<file path="config.mk">
export PLATFORM = sky130hd
export DESIGN_NAME = popcount_stream_flat
export DESIGN_NICKNAME = d
export VERILOG_FILES = /design/src/rtl/popcount_stream_if.sv /design/src/rtl/popcount_stream.sv /design/src/flat_wrapper.sv
export SDC_FILE = /design/constraint.sdc
export NUM_CORES = 1
export LEC_CHECK = 0
export BUFFER_PORTS_ARGS = -buffer_cell sky130_fd_sc_hd__clkbuf_2
export CORE_ASPECT_RATIO = 1.2
export CORE_UTILIZATION = 40
export DETAILED_ROUTE_END_ITERATION = 10
export MAX_ROUTING_LAYER = met4
export PLACE_DENSITY_LB_ADDON = 0.12
export SETUP_SLACK_MARGIN = 0.15
export SLEW_MARGIN = 25
export SYNTH_ARGS = -nofsm -noshare
export SYNTH_HDL_FRONTEND = slang
export SYNTH_SLANG_ARGS = --single-unit
</file>
<file path="constraint.sdc">
create_clock -name clk -period 5.7 [get_ports clk]
set_clock_uncertainty 0.2 [all_clocks]
set_input_delay 0.855 -clock clk [delete_from_list [all_inputs] [get_ports clk]]
set_output_delay 0.855 -clock clk [all_outputs]
set_load 0.02 [all_outputs]
</file>
<file path="src/rtl/popcount_stream_if.sv">
// popcount_stream_if: stream bundle for popcount_stream.
// Carries the word input stream (valid/ready/data/last/zeros) and the frame
// total output stream (valid/ready/count/sat). When POPCOUNT_STREAM_THRESH_EN
// is defined, it also carries the threshold input and the above-threshold flag.
// The slave modport is the block's view. The master modport is the
// source/consumer view.
interface popcount_stream_if #(
    parameter int WL    = 32,
    parameter int ACC_W = 16
);
    logic             in_valid;
    logic             in_ready;
    logic [WL-1:0]    in_data;
    logic             in_last;
    logic             in_zeros;
    logic             out_valid;
    logic             out_ready;
    logic [ACC_W-1:0] out_count;
    logic             out_sat;
`ifdef POPCOUNT_STREAM_THRESH_EN
    logic [ACC_W-1:0] thresh;
    logic             out_above;
`endif

    modport slave (
        input  in_valid, in_data, in_last, in_zeros, out_ready,
        output in_ready, out_valid, out_count, out_sat
`ifdef POPCOUNT_STREAM_THRESH_EN
        , input thresh
        , output out_above
`endif
    );

    modport master (
        output in_valid, in_data, in_last, in_zeros, out_ready,
        input  in_ready, out_valid, out_count, out_sat
`ifdef POPCOUNT_STREAM_THRESH_EN
        , output thresh
        , input out_above
`endif
    );
endinterface

</file>
<file path="src/rtl/popcount_stream.sv">
// popcount_stream: handshaked, chunked population counter.
// Each accepted WL-bit word is shadowed and scanned CHUNK bits per clock.
// Counts accumulate over a frame that ends on the word with in_last set.
// The block then presents one saturating total per frame.
// The first word of a frame selects the mode: count ones, or count zeros.
// Optional feature macro: POPCOUNT_STREAM_THRESH_EN adds the thresh input and
// the out_above flag.
//
// Handshake: a transfer happens on a rising edge where valid and ready are
// both 1. The source holds data while valid=1 and ready=0. in_ready and
// out_valid are decoded from registered state only, so there is no
// combinational path from in_valid or out_ready back to them.
module popcount_stream #(
    parameter int WL    = 32,
    parameter int CHUNK = 8,
    parameter int ACC_W = 16
) (
    input  logic                clk,
    input  logic                rst,
    popcount_stream_if.slave    bus,
    output logic [1:0]          dbg_state
);
    localparam int N  = WL / CHUNK;
    localparam int IW = (N > 1) ? $clog2(N) : 1;
    localparam int CW = $clog2(CHUNK + 1);

    typedef enum logic [1:0] {
        IDLE = 2'd0,
        SCAN = 2'd1,
        OUT  = 2'd2
    } state_t;

    state_t           state;
    logic [WL-1:0]    shadow;
    logic             last_q;
    logic             mode;
    logic             frame_start;
    logic [IW-1:0]    idx;
    logic [ACC_W-1:0] acc;
    logic             sat;

    logic [CHUNK-1:0] chunk;
    logic [CW-1:0]    cnt;
    logic [ACC_W:0]   sum;
    logic             sat_hit;
    logic [ACC_W-1:0] acc_next;

`ifdef POPCOUNT_STREAM_THRESH_EN
    logic             above;
`endif

    // Count the current chunk of the shadow word. The chunk is inverted in
    // zeros mode. The add to the accumulator clamps at all-ones.
    always_comb begin
        chunk = shadow[int'(idx) * CHUNK +: CHUNK] ^ {CHUNK{mode}};
        cnt = '0;
        for (int i = 0; i < CHUNK; i++) begin
            cnt = cnt + CW'(chunk[i]);
        end
        sum      = {1'b0, acc} + (ACC_W + 1)'(cnt);
        sat_hit  = sum[ACC_W];
        acc_next = sat_hit ? {ACC_W{1'b1}} : sum[ACC_W-1:0];
    end

    // Control FSM. It performs word capture, the chunk scan with
    // accumulation, and holding the frame total.
    always_ff @(posedge clk or posedge rst) begin
        if (rst) begin
            state       <= IDLE;
            shadow      <= '0;
            last_q      <= 1'b0;
            mode        <= 1'b0;
            frame_start <= 1'b1;
            idx         <= '0;
            acc         <= '0;
            sat         <= 1'b0;
`ifdef POPCOUNT_STREAM_THRESH_EN
            above       <= 1'b0;
`endif
        end else begin
            case (state)
                IDLE: begin
                    if (bus.in_valid) begin
                        shadow <= bus.in_data;
                        last_q <= bus.in_last;
                        idx    <= '0;
                        state  <= SCAN;
                        // Mode and the running total belong to the frame,
                        // so they are only touched on its first word.
                        if (frame_start) begin
                            mode        <= bus.in_zeros;
                            acc         <= '0;
                            sat         <= 1'b0;
                            frame_start <= 1'b0;
                        end
                    end
                end
                SCAN: begin
                    acc <= acc_next;
                    if (sat_hit) begin
                        sat <= 1'b1;
                    end
                    if (idx == IW'(N - 1)) begin
                        if (last_q) begin
                            state <= OUT;
`ifdef POPCOUNT_STREAM_THRESH_EN
                            above <= (acc_next >= bus.thresh);
`endif
                        end else begin
                            state <= IDLE;
                        end
                    end else begin
                        idx <= idx + IW'(1);
                    end
                end
                OUT: begin
                    if (bus.out_ready) begin
                        state       <= IDLE;
                        frame_start <= 1'b1;
                    end
                end
                default: begin
                    state <= IDLE;
                end
            endcase
        end
    end

    // Output decode. Every output is taken from registered state.
    always_comb begin
        bus.in_ready  = (state == IDLE);
        bus.out_valid = (state == OUT);
        bus.out_count = acc;
        bus.out_sat   = sat;
        dbg_state     = state;
`ifdef POPCOUNT_STREAM_THRESH_EN
        bus.out_above = above;
`endif
    end
endmodule

</file>
<file path="src/flat_wrapper.sv">
// flat-port wrapper written by rule: the top's interface ports become plain ports
module popcount_stream_flat 
#(
    parameter int WL    = 32,
    parameter int CHUNK = 8,
    parameter int ACC_W = 16
)
  (clk, rst, dbg_state, bus_in_valid, bus_in_data, bus_in_last, bus_in_zeros, bus_out_ready, bus_in_ready, bus_out_valid, bus_out_count, bus_out_sat);
  popcount_stream_if #(.WL(WL), .ACC_W(ACC_W)) bus_i ();
  input  logic clk;
  input  logic rst;
  output logic [1:0] dbg_state;
  input wire logic [$bits(bus_i.in_valid)-1:0] bus_in_valid;
  input wire logic [$bits(bus_i.in_data)-1:0] bus_in_data;
  input wire logic [$bits(bus_i.in_last)-1:0] bus_in_last;
  input wire logic [$bits(bus_i.in_zeros)-1:0] bus_in_zeros;
  input wire logic [$bits(bus_i.out_ready)-1:0] bus_out_ready;
  output wire logic [$bits(bus_i.in_ready)-1:0] bus_in_ready;
  output wire logic [$bits(bus_i.out_valid)-1:0] bus_out_valid;
  output wire logic [$bits(bus_i.out_count)-1:0] bus_out_count;
  output wire logic [$bits(bus_i.out_sat)-1:0] bus_out_sat;
  assign bus_i.in_valid = bus_in_valid;
  assign bus_i.in_data = bus_in_data;
  assign bus_i.in_last = bus_in_last;
  assign bus_i.in_zeros = bus_in_zeros;
  assign bus_i.out_ready = bus_out_ready;
  assign bus_in_ready = bus_i.in_ready;
  assign bus_out_valid = bus_i.out_valid;
  assign bus_out_count = bus_i.out_count;
  assign bus_out_sat = bus_i.out_sat;
  popcount_stream #(.WL(WL), .CHUNK(CHUNK), .ACC_W(ACC_W)) u_core (.clk(clk), .rst(rst), .bus(bus_i), .dbg_state(dbg_state));
endmodule
</file>
==> summary.md, run 1 <==
| Metric | Value |
|---|---|
| Status | `completed` |
| Largest fanout on the critical path | `12` |
| Die height | `97.9 microns` |
| EDFF count, synth | `0` |
| Kind of start point of the critical path | `register` |
| CTS Buffer Depth | `2` |
| Post-Syn Area | `3070 sq um` |
| RR Endpoint | `u_core.bus.out_count[11]$_DFFE_PP0P_` |
| Cell area after placement | `3430 sq um` |
| P&R area growth vs syn | `15.3%` |
| Unrepaired setup endpoints after global routing | `true` |
| Hold buffer count at CTS | `0` |
| Commonest non-fill, non-tap cell in the layout | `nand2_1` |
| CTS tree | `yes` |
| Worst hold path depth | `2` |
| R2R cell count | `15` |
| Initial Utilization | `41.9%` |
| Fin. max-slew vios | `0` |
| Synth Flop Type | `dfrtp_1` |
| Fin area | `3530 sq um` |
| Total Wirelength | `between 6000 and 7000 microns` |
| Clock transition at path regs | `110 ps` |
| Most frequent cells in the layout | `nand2_1, clkbuf_2, dfrtp_1` |
| FMAX | `189 MHz` |
| Post-detailed-route via-to-cell ratio | `5.25` |
| Layout fillers | `751` |
| Max_cap viols | `0` |
| Register area | `1400 sq um` |
| Post-route ant nets | `0` |
| Synth Register Bits | `56` |
| Sequential share of the synthesized area | `45.8%` |
| Core area | `roughly 7300 sq um` |
| Clock H-tree levels | `2` |
| Syn_nets | `382` |
| # IOs | `59` |
| Crit path DAT | `5330 ps` |
| I/O Buffers | `between 50 and 60` |
| Die X-Extent | `slightly above 80 microns` |
| Avg WL per Cell | `14.3 microns` |
| Mean Syn Cell Area | `approximately 9.3 sq um` |
| DP HPWL | `around 4800 microns` |
| Mapped Cells | `331` |
| Tightest hold margin | `between 200 and 300 ps` |
| FF-to-FF setup slack | `400 ps` |
| Count of different cell masters after synthesis | `42` |
| Reg-to-reg critical path startpoint | `u_core.idx[0]$_DFFE_PP0P_` |
| Setup TNS | `0 ps` |
| Share of layout cells above drive strength 1 | `23.9%` |
| Largest net degree at the start of global routing | `57` |
| First-pass GRT wire length | `11,600 microns` |
| FP Rows | `34` |
| Number of diodes | `0` |
| Initial antenna violation count | `0` |
| Placer Congestion | `0.823` |
| Setup-failing EPs final | `0` |
| CTS buffer count | `5` |
| WP data required | `5730 ps` |
| Hold Path Sink | `u_core.shadow[23]$_DFFE_PP0P_` |
| Die area | `8020 sq um` |
| Crit. End Element | `register` |
| DRC | `0` |
| Crit path time final | `between 5000 and 6000 ps` |
| Global route overflow | `0` |
| Worst Tran Pin Value | `a little under 900 ps` |
| Final hold violation count | `0` |
| Multi-input gate area | `1530 sq um` |
| Vias in the first global route | `2,388` |
| Root Buffer | `clkbuf_8` |
| Fin nets | `between 400 and 500` |
| Worst hold path class | `register to register` |
| Clock latency on the worst-skew pair | `310 ps` |
| Critical path type | `register to register` |
| Relative slew slack | `41.2%` |
| Hold Path Origin | `u_core.shadow[23]$_DFFE_PP0P_` |
| Synth warn | `0` |
| Routed via count | `2,493` |
| Initial DRC Count | `80` |
| Total GRT Usage | `a little under a fifth` |
| Async S/R FF share, synth | `100%` |
| Clock sink count | `56` |
| Final worst path period share | `between 90% and 100%` |
| 1st-pass router iterations | `4` |
## routing by layer
| metal | global-route usage [%] | routed length (microns) | vias to the layer above |
|---|---|---|---|
| met2 | 29.2 | 3350 | 52 |
| met5 | - | 0 | - |
| met3 | 2.80 | 210 | 11 |
| met1 | 25.8 | 3100 | 1194 |
| met4 | 5.40 | 108 | 0 |
| li1 | - | - | 1236 |
## cells by family after synthesis
group / Yosys count / synth area share [%]
xor+xnor: 10 / 2.86
compound gates: 49 / 11.6
simple gates: 160 / 22.4
fa+ha+maj: 13 / 6.53
flops: 56 / 45.8
buf+inv: 34 / 4.53
mux: 9 / 6.24
## cell type report
type,count,area share [%]
inverter,15,1.59
clock buffer,5,1.95
multi-input combinational,241,43.3
timing repair buffer,65,9.70
sequential,56,39.7
tap,90,3.19
clock inverter,3,0.531
## synth_stat cells, drive strengths merged (2+ instances only)
cell | number | area share, %
a211oi | 4 | 0.98
a21o | 5 | 1.2
a21oi | 4 | 0.65
a22o | 2 | 0.57
a311o | 2 | 0.65
a31o | 2 | 0.57
a31oi | 6 | 1.2
a32oi | 3 | 0.86
a41o | 2 | 0.65
and2 | 4 | 0.82
and3 | 2 | 0.41
buf | 5 | 0.98
clkbuf | 14 | 1.7
dfrtp | 55 | 45
fa | 5 | 3.3
ha | 8 | 3.3
inv | 15 | 1.8
mux4 | 8 | 5.9
nand2 | 117 | 14
nand2b | 2 | 0.41
nand3 | 5 | 0.82
nand4 | 11 | 2.4
nor2 | 15 | 1.8
nor2b | 2 | 0.41
o2111ai | 2 | 0.57
o21ai | 8 | 1.3
o2bb2ai | 3 | 0.86
xnor2 | 6 | 1.7
xor2 | 4 | 1.1
## worst max-delay path, cell delays in order (launching register included)
cell	delay (ps)
dfrtp_1	460
mux4_2	540
xor2_1	160
ha_1	330
fa_1	540
inv_1	50
fa_1	510
fa_1	470
fa_1	560
inv_1	60
ha_1	280
a211oi_1	320
o21bai_1	120
buf_4	190
a311o_1	350
o2111ai_1	80
## how the worst max path moves through the flow
stage                                    startpoint                                    to  slack (ps)  depth (start not counted)
after detailed placement  u_core.idx[0]$_DFFE_PP0P_  u_core.bus.out_count[11]$_DFFE_PP0P_         300                         13
after CTS                 u_core.idx[0]$_DFFE_PP0P_  u_core.bus.out_count[11]$_DFFE_PP0P_         290                         13
after global placement    u_core.idx[0]$_DFFE_PP0P_  u_core.bus.out_count[11]$_DFFE_PP0P_         430                         13
final                     u_core.idx[0]$_DFFE_PP0P_  u_core.bus.out_count[11]$_DFFE_PP0P_         400                         15
after floorplan           u_core.idx[0]$_DFFE_PP0P_   u_core.bus.out_count[4]$_DFFE_PP0P_         390                         15
after global routing      u_core.idx[0]$_DFFE_PP0P_  u_core.bus.out_count[11]$_DFFE_PP0P_         150                         15
## sequential cells by signal, summed over array words and instances (netlist names)
name                  cells
u_core.dbg_state          2
u_core.idx                2
u_core.last_q             1
u_core.bus.out_count     16
u_core.bus.out_sat        1
u_core.mode               1
u_core.frame_start        1
u_core.shadow            32
## through the flow
step	worst slack, ps	std cells	utilization, %
finish	403	475	48.3
detailed placement	304	466	46.9
CTS	288	474	48.1
global placement	432	466	46.9
floorplan	387	331	-
global route	150	475	48.3
## repair_timing
| item | CTS | global route |
|---|---|---|
| gates resized for setup | 0 | 1 |
| endpoints found under the setup margin | 0 | 16 |
| setup buffers | 0 | 1 |
Power of run 1 is not shown: default switching activity piles up to over one toggle a cycle in this logic, so the estimate is an artifact.
==> inputs of run 2 (changes only) <==
Settings changed: CELL_PAD_IN_SITES_DETAIL_PLACEMENT set to 2, CELL_PAD_IN_SITES_GLOBAL_PLACEMENT set to 2, CORE_MARGIN set to 4, CORE_UTILIZATION 40 to 30.
Clock period 5.7 ns to 4.65 ns, I/O delays scaled along.
==> run 2 against run 1 <==
Against the previous run: the run now ends with setup timing left; first-iteration DRC count down 57%; highest routed layer unchanged; fmax grew 8.9%; non-clock buffer count rose by 16; critical path depth is the same; sequential share of layout area fell by 4.3 points; worst setup slack worse by 620 ps; count of clock-buffer cells in the layout unchanged; critical endpoint is now u_core.bus.out_count[15]$_DFFE_PP0P_; largest cell class unchanged; final area rose by 12%.
==> summary.md, run 2 (same netlist as run 1, synthesis figures left out) <==
| Metric | Value |
|---|---|
| Status | `finished, violations left (was completed)` |
| Violated checks | `setup timing` |
| Worst hold path class | `register to register (unchanged)` |
| Global route overflow | `0 (unchanged)` |
| Total Wirelength | `8940 microns (was 6770 microns)` |
| RR Endpoint | `u_core.bus.out_count[15]$_DFFE_PP0P_ (was u_core.bus.out_count[11]$_DFFE_PP0P_)` |
| Fin. max-slew vios | `0 (unchanged)` |
| Tightest hold margin | `278 ps (was 281 ps)` |
| Initial Utilization | `30.6% (was 41.9%)` |
| CP top delay family | `adder cells (unchanged)` |
| Post-route ant nets | `0 (unchanged)` |
| Core area | `10,000 sq um (was 7320 sq um)` |
| R2R cell count | `15 (unchanged)` |
| Crit. End Element | `register (unchanged)` |
| Most frequent cells in the layout | `nand2_1, clkbuf_2, dfrtp_1 (unchanged)` |
| Crit path DAT | `4880 ps (was 5330 ps)` |
| DP HPWL | `6480 microns (was 4830 microns)` |
| Commonest non-fill, non-tap cell in the layout | `nand2_1 (unchanged)` |
| Post-detailed-route via-to-cell ratio | `4.92 (was 5.25)` |
| Pre-CTS setup slack | `-252 ps (was 304 ps)` |
| Cell area after placement | `3640 sq um (was 3430 sq um)` |
| Total GRT Usage | `16.1% (was 19.0%)` |
| Die area | `11,900 sq um (was 8020 sq um)` |
| Initial antenna violation count | `0 (unchanged)` |
| Reg-to-reg critical path startpoint | `u_core.idx[0]$_DFFE_PP0P_ (unchanged)` |
| FF-to-FF setup slack | `-220 ps (was 400 ps)` |
| Crit path time final | `4870 ps (was 5300 ps)` |
| Die height | `119 microns (was 97.9 microns)` |
| Setup ws final | `-215 ps (was 403 ps)` |
| P&R area growth vs syn | `29.6% (was 15.3%)` |
| FMAX | `206 MHz (was 189 MHz)` |
| Routed via count | `2,593 (was 2,493)` |
| DRC | `0 (unchanged)` |
| Clock latency on the worst-skew pair | `300 ps (was 310 ps)` |
| Kind of start point of the critical path | `register (unchanged)` |
| Slowest-stage cell, CP | `fa_2 (was fa_1)` |
| Share of layout cells above drive strength 1 | `32.2% (was 23.9%)` |
| Unrepaired setup endpoints after global routing | `true (unchanged)` |
| First-pass GRT wire length | `14,800 microns (was 11,600 microns)` |
| CTS tree | `yes (unchanged)` |
| Hold Path Sink | `u_core.shadow[14]$_DFFE_PP0P_ (was u_core.shadow[23]$_DFFE_PP0P_)` |
| I/O Buffers | `58 (unchanged)` |
| CTS Buffer Depth | `2 (unchanged)` |
| Crit. Startpoint | `u_core.idx[0]$_DFFE_PP0P_ (unchanged)` |
| Number of diodes | `0 (unchanged)` |
| CTS buffer count | `5 (unchanged)` |
| Clock transition at path regs | `70 ps (was 110 ps)` |
| Largest net degree at the start of global routing | `57 (unchanged)` |
| Clock sink count | `56 (unchanged)` |
| Initial DRC Count | `34 (was 80)` |
| Max_cap viols | `0 (unchanged)` |
| Final worst path period share | `105% (was 92.9%)` |
| Die X-Extent | `100 microns (was 81.9 microns)` |
| Setup-failing EPs final | `15 (was 0)` |
| Critical Path, Cell by Cell | `mux4_2 -> xor2_1 -> ha_1 -> fa_1 -> inv_1 -> fa_1 -> fa_2 -> fa_2 -> inv_2 -> ha_4 -> a211oi_4 -> o21bai_1 -> buf_4 -> a311o_1 -> o2111ai_2 (was mux4_2 -> xor2_1 -> ha_1 -> fa_1 -> inv_1 -> fa_1 -> fa_1 -> fa_1 -> inv_1 -> ha_1 -> a211oi_1 -> o21bai_1 -> buf_4 -> a311o_1 -> o2111ai_1)` |
| Final hold violation count | `0 (unchanged)` |
| # IOs | `59 (unchanged)` |
| Placer Congestion | `0.748 (was 0.823)` |
| Root Buffer | `clkbuf_16 (was clkbuf_8)` |
| Worst hold path depth | `2 (unchanged)` |
| Vias in the first global route | `2,909 (was 2,388)` |
| Final Util | `39.7% (was 48.3%)` |
| Clock H-tree levels | `2 (unchanged)` |
| WP buf/inv | `3 (unchanged)` |
| Biggest register | `u_core.shadow (unchanged)` |
| Critical path type | `register to register (unchanged)` |
| Fin area | `3970 sq um (was 3530 sq um)` |
| Avg WL per Cell | `17.0 microns (was 14.3 microns)` |
| Hold buffer count at CTS | `0 (unchanged)` |
| Fin nets | `451 (was 435)` |
| Relative slew slack | `27.8% (was 41.2%)` |
| Largest register FFs | `32 (unchanged)` |
| Worst Tran Pin Value | `1080 ps (was 878 ps)` |
| Max stage delay on crit path | `580 ps (was 560 ps)` |
| FP Rows | `40 (was 34)` |
| Hold Path Origin | `u_core.shadow[14]$_DFFE_PP0P_ (was u_core.shadow[23]$_DFFE_PP0P_)` |
| WP data required | `4670 ps (was 5730 ps)` |
| Largest fanout on the critical path | `7 (was 12)` |
| 1st-pass router iterations | `4 (unchanged)` |
-- run 2: cell types whose count changed in the layout (fill, tap and decap cells not counted), moves of 3 or more --
cell and change:
fa_2 +3, clkbuf_8 -5, clkbuf_16 +5, fa_1 -3
buf_6 +3, buf_4 +12, o21ai_1 +3, a211oi_1 -4
o21ai_0 -4
-- run 2: worst min-delay path: cells and delay by family, from the launching register on --
family	cells	cell delay [ps]
DFF	1	340
and+or+nand+nor	2	100
-- run 2: area by class of cell --
cell class	instances	area (sq um)
clock buffers	5	125
inverters	15	56.3
repair buffers	81	487
flip-flops and latches	56	1400
fillers	1141	6040
clock inverters	3	42.5
multi-input cells	241	1700
well taps	126	158
-- run 2: timing repair --
item / 4_1_cts / 5_1_grt
resized for setup: 5 / 16
hold endpoints to repair: 0 / 0
endpoints found under the setup margin: 17 / 17
pin swaps: 10 / 8
setup buffers: 3 / 1
-- run 2: layer usage --
metal / track usage [%] / up-vias / part of all wire, %
li1: - / 1259 / -
met1: 19.5 / 1280 / 43
met2: 27.3 / 44 / 53
met3: 2.66 / 10 / 2.6
met4: 4.55 / 0 / 1.3
met5: - / - / 0
-- run 2: worst max path at each step --
stage                                           end  slack, ps  depth (start not counted)
6_report       u_core.bus.out_count[15]$_DFFE_PP0P_       -220                         15
5_1_grt        u_core.bus.out_count[15]$_DFFE_PP0P_       -390                         15
4_1_cts        u_core.bus.out_count[11]$_DFFE_PP0P_       -210                         15
3_5_place_dp   u_core.bus.out_count[11]$_DFFE_PP0P_       -250                         15
3_3_place_gp   u_core.bus.out_count[15]$_DFFE_PP0P_       -110                         15
2_1_floorplan  u_core.bus.out_count[13]$_DFFE_PP0P_        -90                         16
-- run 2: through the flow --
step,std cells,TNS [ps]
5_1_grt,527,-4700
3_5_place_dp,515,-3080
4_1_cts,526,-2500
3_3_place_gp,515,-736
6_report,527,-1420
2_1_floorplan,331,-415
Power of run 2 is left out for the same reason.
==> inputs of run 3 (changes only) <==
Settings changed: CELL_PAD_IN_SITES_DETAIL_PLACEMENT 2 to not set, CELL_PAD_IN_SITES_GLOBAL_PLACEMENT 2 to not set, CORE_UTILIZATION 30 to 40, HOLD_SLACK_MARGIN set to 0.02.
Clock period 4.65 ns to 4.3 ns, I/O delays scaled along.
==> run 3 against run 2 <==
Against the previous run: worst hold slack got worse by 68 ps; the flow still finishes with violations (setup timing); count of clock-buffer cells in the layout increased by 1; sequential cell count unchanged; non-clock buffer count decreased by 1.
==> summary.md, run 3 (same netlist as run 1, synthesis figures left out) <==
| Metric | Value |
|---|---|
| First-pass GRT wire length | `12,300 microns (was 14,800 microns)` |
| Global route overflow | `0 (unchanged)` |
| Fin nets | `450 (was 451)` |
| Fin area | `3820 sq um (was 3970 sq um)` |
| Tightest hold margin | `210 ps (was 278 ps)` |
| Cell area after placement | `3610 sq um (was 3640 sq um)` |
| Final hold violation count | `0 (unchanged)` |
| Clock H-tree levels | `2 (unchanged)` |
| Commonest non-fill, non-tap cell in the layout | `nand2_1 (unchanged)` |
| Vias in the first global route | `2,597 (was 2,909)` |
| Crit path DAT | `4800 ps (was 4880 ps)` |
| Die height | `104 microns (was 119 microns)` |
| P&R area growth vs syn | `24.6% (was 29.6%)` |
| Critical path type | `register to register (unchanged)` |
| WP data required | `4330 ps (was 4670 ps)` |
| Die X-Extent | `87.9 microns (was 100 microns)` |
| Routed via count | `2,563 (was 2,593)` |
| Unrepaired setup endpoints after global routing | `true (unchanged)` |
| Share of layout cells above drive strength 1 | `30.5% (was 32.2%)` |
| Avg WL per Cell | `14.8 microns (was 17.0 microns)` |
| Worst hold path class | `input port to async pin (was register to register)` |
| Fin. max-slew vios | `0 (unchanged)` |
| Biggest register | `u_core.shadow (unchanged)` |
| Most frequent cells in the layout | `nand2_1, clkbuf_2, dfrtp_1 (unchanged)` |
| DRC | `0 (unchanged)` |
| Final worst path period share | `111% (was 105%)` |
| Crit path time final | `4770 ps (was 4870 ps)` |
| Kind of start point of the critical path | `register (unchanged)` |
| Max_cap viols | `0 (unchanged)` |
| Largest fanout on the critical path | `5 (was 7)` |
| I/O Buffers | `58 (unchanged)` |
| Clock transition at path regs | `100 ps (was 70 ps)` |
| Root Buffer | `clkbuf_8 (was clkbuf_16)` |
| Post-route ant nets | `0 (unchanged)` |
| Worst Tran Pin Value | `964 ps (was 1080 ps)` |
| Largest register FFs | `32 (unchanged)` |
| Initial antenna violation count | `0 (unchanged)` |
| # IOs | `59 (unchanged)` |
| Total GRT Usage | `17.2% (was 16.1%)` |
| CTS buffer count | `5 (unchanged)` |
| 1st-pass router iterations | `4 (unchanged)` |
| Setup TNS | `-6580 ps (was -1420 ps)` |
| Initial DRC Count | `103 (was 34)` |
| Initial Utilization | `41.7% (was 30.6%)` |
| Setup ws final | `-471 ps (was -215 ps)` |
| Clock latency on the worst-skew pair | `310 ps (was 300 ps)` |
| Violated checks | `setup timing (unchanged)` |
| Placer Congestion | `0.869 (was 0.748)` |
| Core area | `7360 sq um (was 10,000 sq um)` |
| Largest net degree at the start of global routing | `45 (was 57)` |
| Number of diodes | `0 (unchanged)` |
| Setup-failing EPs final | `17 (was 15)` |
| CTS tree | `yes (unchanged)` |
| Status | `finished, violations left (unchanged)` |
| Hold buffer count at CTS | `0 (unchanged)` |
| Post-detailed-route via-to-cell ratio | `5.23 (was 4.92)` |
| Clock sink count | `56 (unchanged)` |
| Crit. End Element | `register (unchanged)` |
| Die area | `9130 sq um (was 11,900 sq um)` |
| Total Wirelength | `7280 microns (was 8940 microns)` |
| FMAX | `210 MHz (was 206 MHz)` |
| DP HPWL | `5270 microns (was 6480 microns)` |
| FP Rows | `34 (was 40)` |
| Relative slew slack | `35.5% (was 27.8%)` |
| CTS Buffer Depth | `2 (unchanged)` |
## run 3: cell count changes in the layout (fill, tap and decap cells not counted), moves of 3 or more
cell | before | now
buf_6 | 3 | 6
clkbuf_16 | 5 | 0
clkbuf_8 | 0 | 5
buf_4 | 19 | 15
## run 3: cell type report
cell class                      instances  area [sq um]
Clock buffer                            6          72.6
Clock inverter                          2          35.0
Fill cell                             725          3540
Inverter                               15          57.6
Multi-Input combinational cell        241          1650
Sequential cell                        56          1400
Tap cell                               90           113
Timing Repair Buffer                   80           490
## run 3: worst paths after layout
kind	startpoint	to	slack [ps]	cells past startpoint
min in group clk	u_core.shadow[7]$_DFFE_PP0P_	u_core.shadow[7]$_DFFE_PP0P_	280	2
worst max register to register	u_core.idx[0]$_DFFE_PP0P_	u_core.bus.out_count[11]$_DFFE_PP0P_	-470	15
worst min-delay path	rst	u_core.shadow[23]$_DFFE_PP0P_	210	2
max in group asynchronous	rst	u_core.bus.out_count[0]$_DFFE_PP0P_	3040	3
worst max-delay path	u_core.idx[0]$_DFFE_PP0P_	u_core.bus.out_count[11]$_DFFE_PP0P_	-470	15
worst min register to register	u_core.shadow[7]$_DFFE_PP0P_	u_core.shadow[7]$_DFFE_PP0P_	280	2
## run 3: per-layer routing
layer,up-vias,track usage [%],wire length [microns]
met3,10,2.46,286
li1,1257,-,-
met5,-,-,0
met1,1238,22.9,3160
met2,58,27.4,3720
met4,0,4.50,113
## run 3: stage by stage
stage / setup WS (ps) / utilization [%] / cells
floorplan: -442 / - / 331
global placement: -434 / 49.0 / 479
detailed placement: -534 / 49.1 / 479
CTS: -511 / 51.2 / 489
global route: -638 / 51.9 / 490
finish: -471 / 51.9 / 490
## run 3: critical path: stages (launching register included)
cell,delay (ps)
dfrtp_1,440
mux4_2,530
xor2_1,160
ha_1,310
fa_1,480
inv_1,50
fa_1,450
fa_2,370
fa_2,570
inv_2,50
ha_4,210
a211oi_2,200
o21bai_1,90
buf_4,160
a311o_1,330
o2111ai_2,90
## run 3: what timing repair did
action,4_1_cts,5_1_grt
buffers inserted,1,1
gates resized for setup,7,8
cloned,1,0
endpoints found under the setup margin,17,17
pin swaps,19,7
Power of run 3 is left out for the same reason.
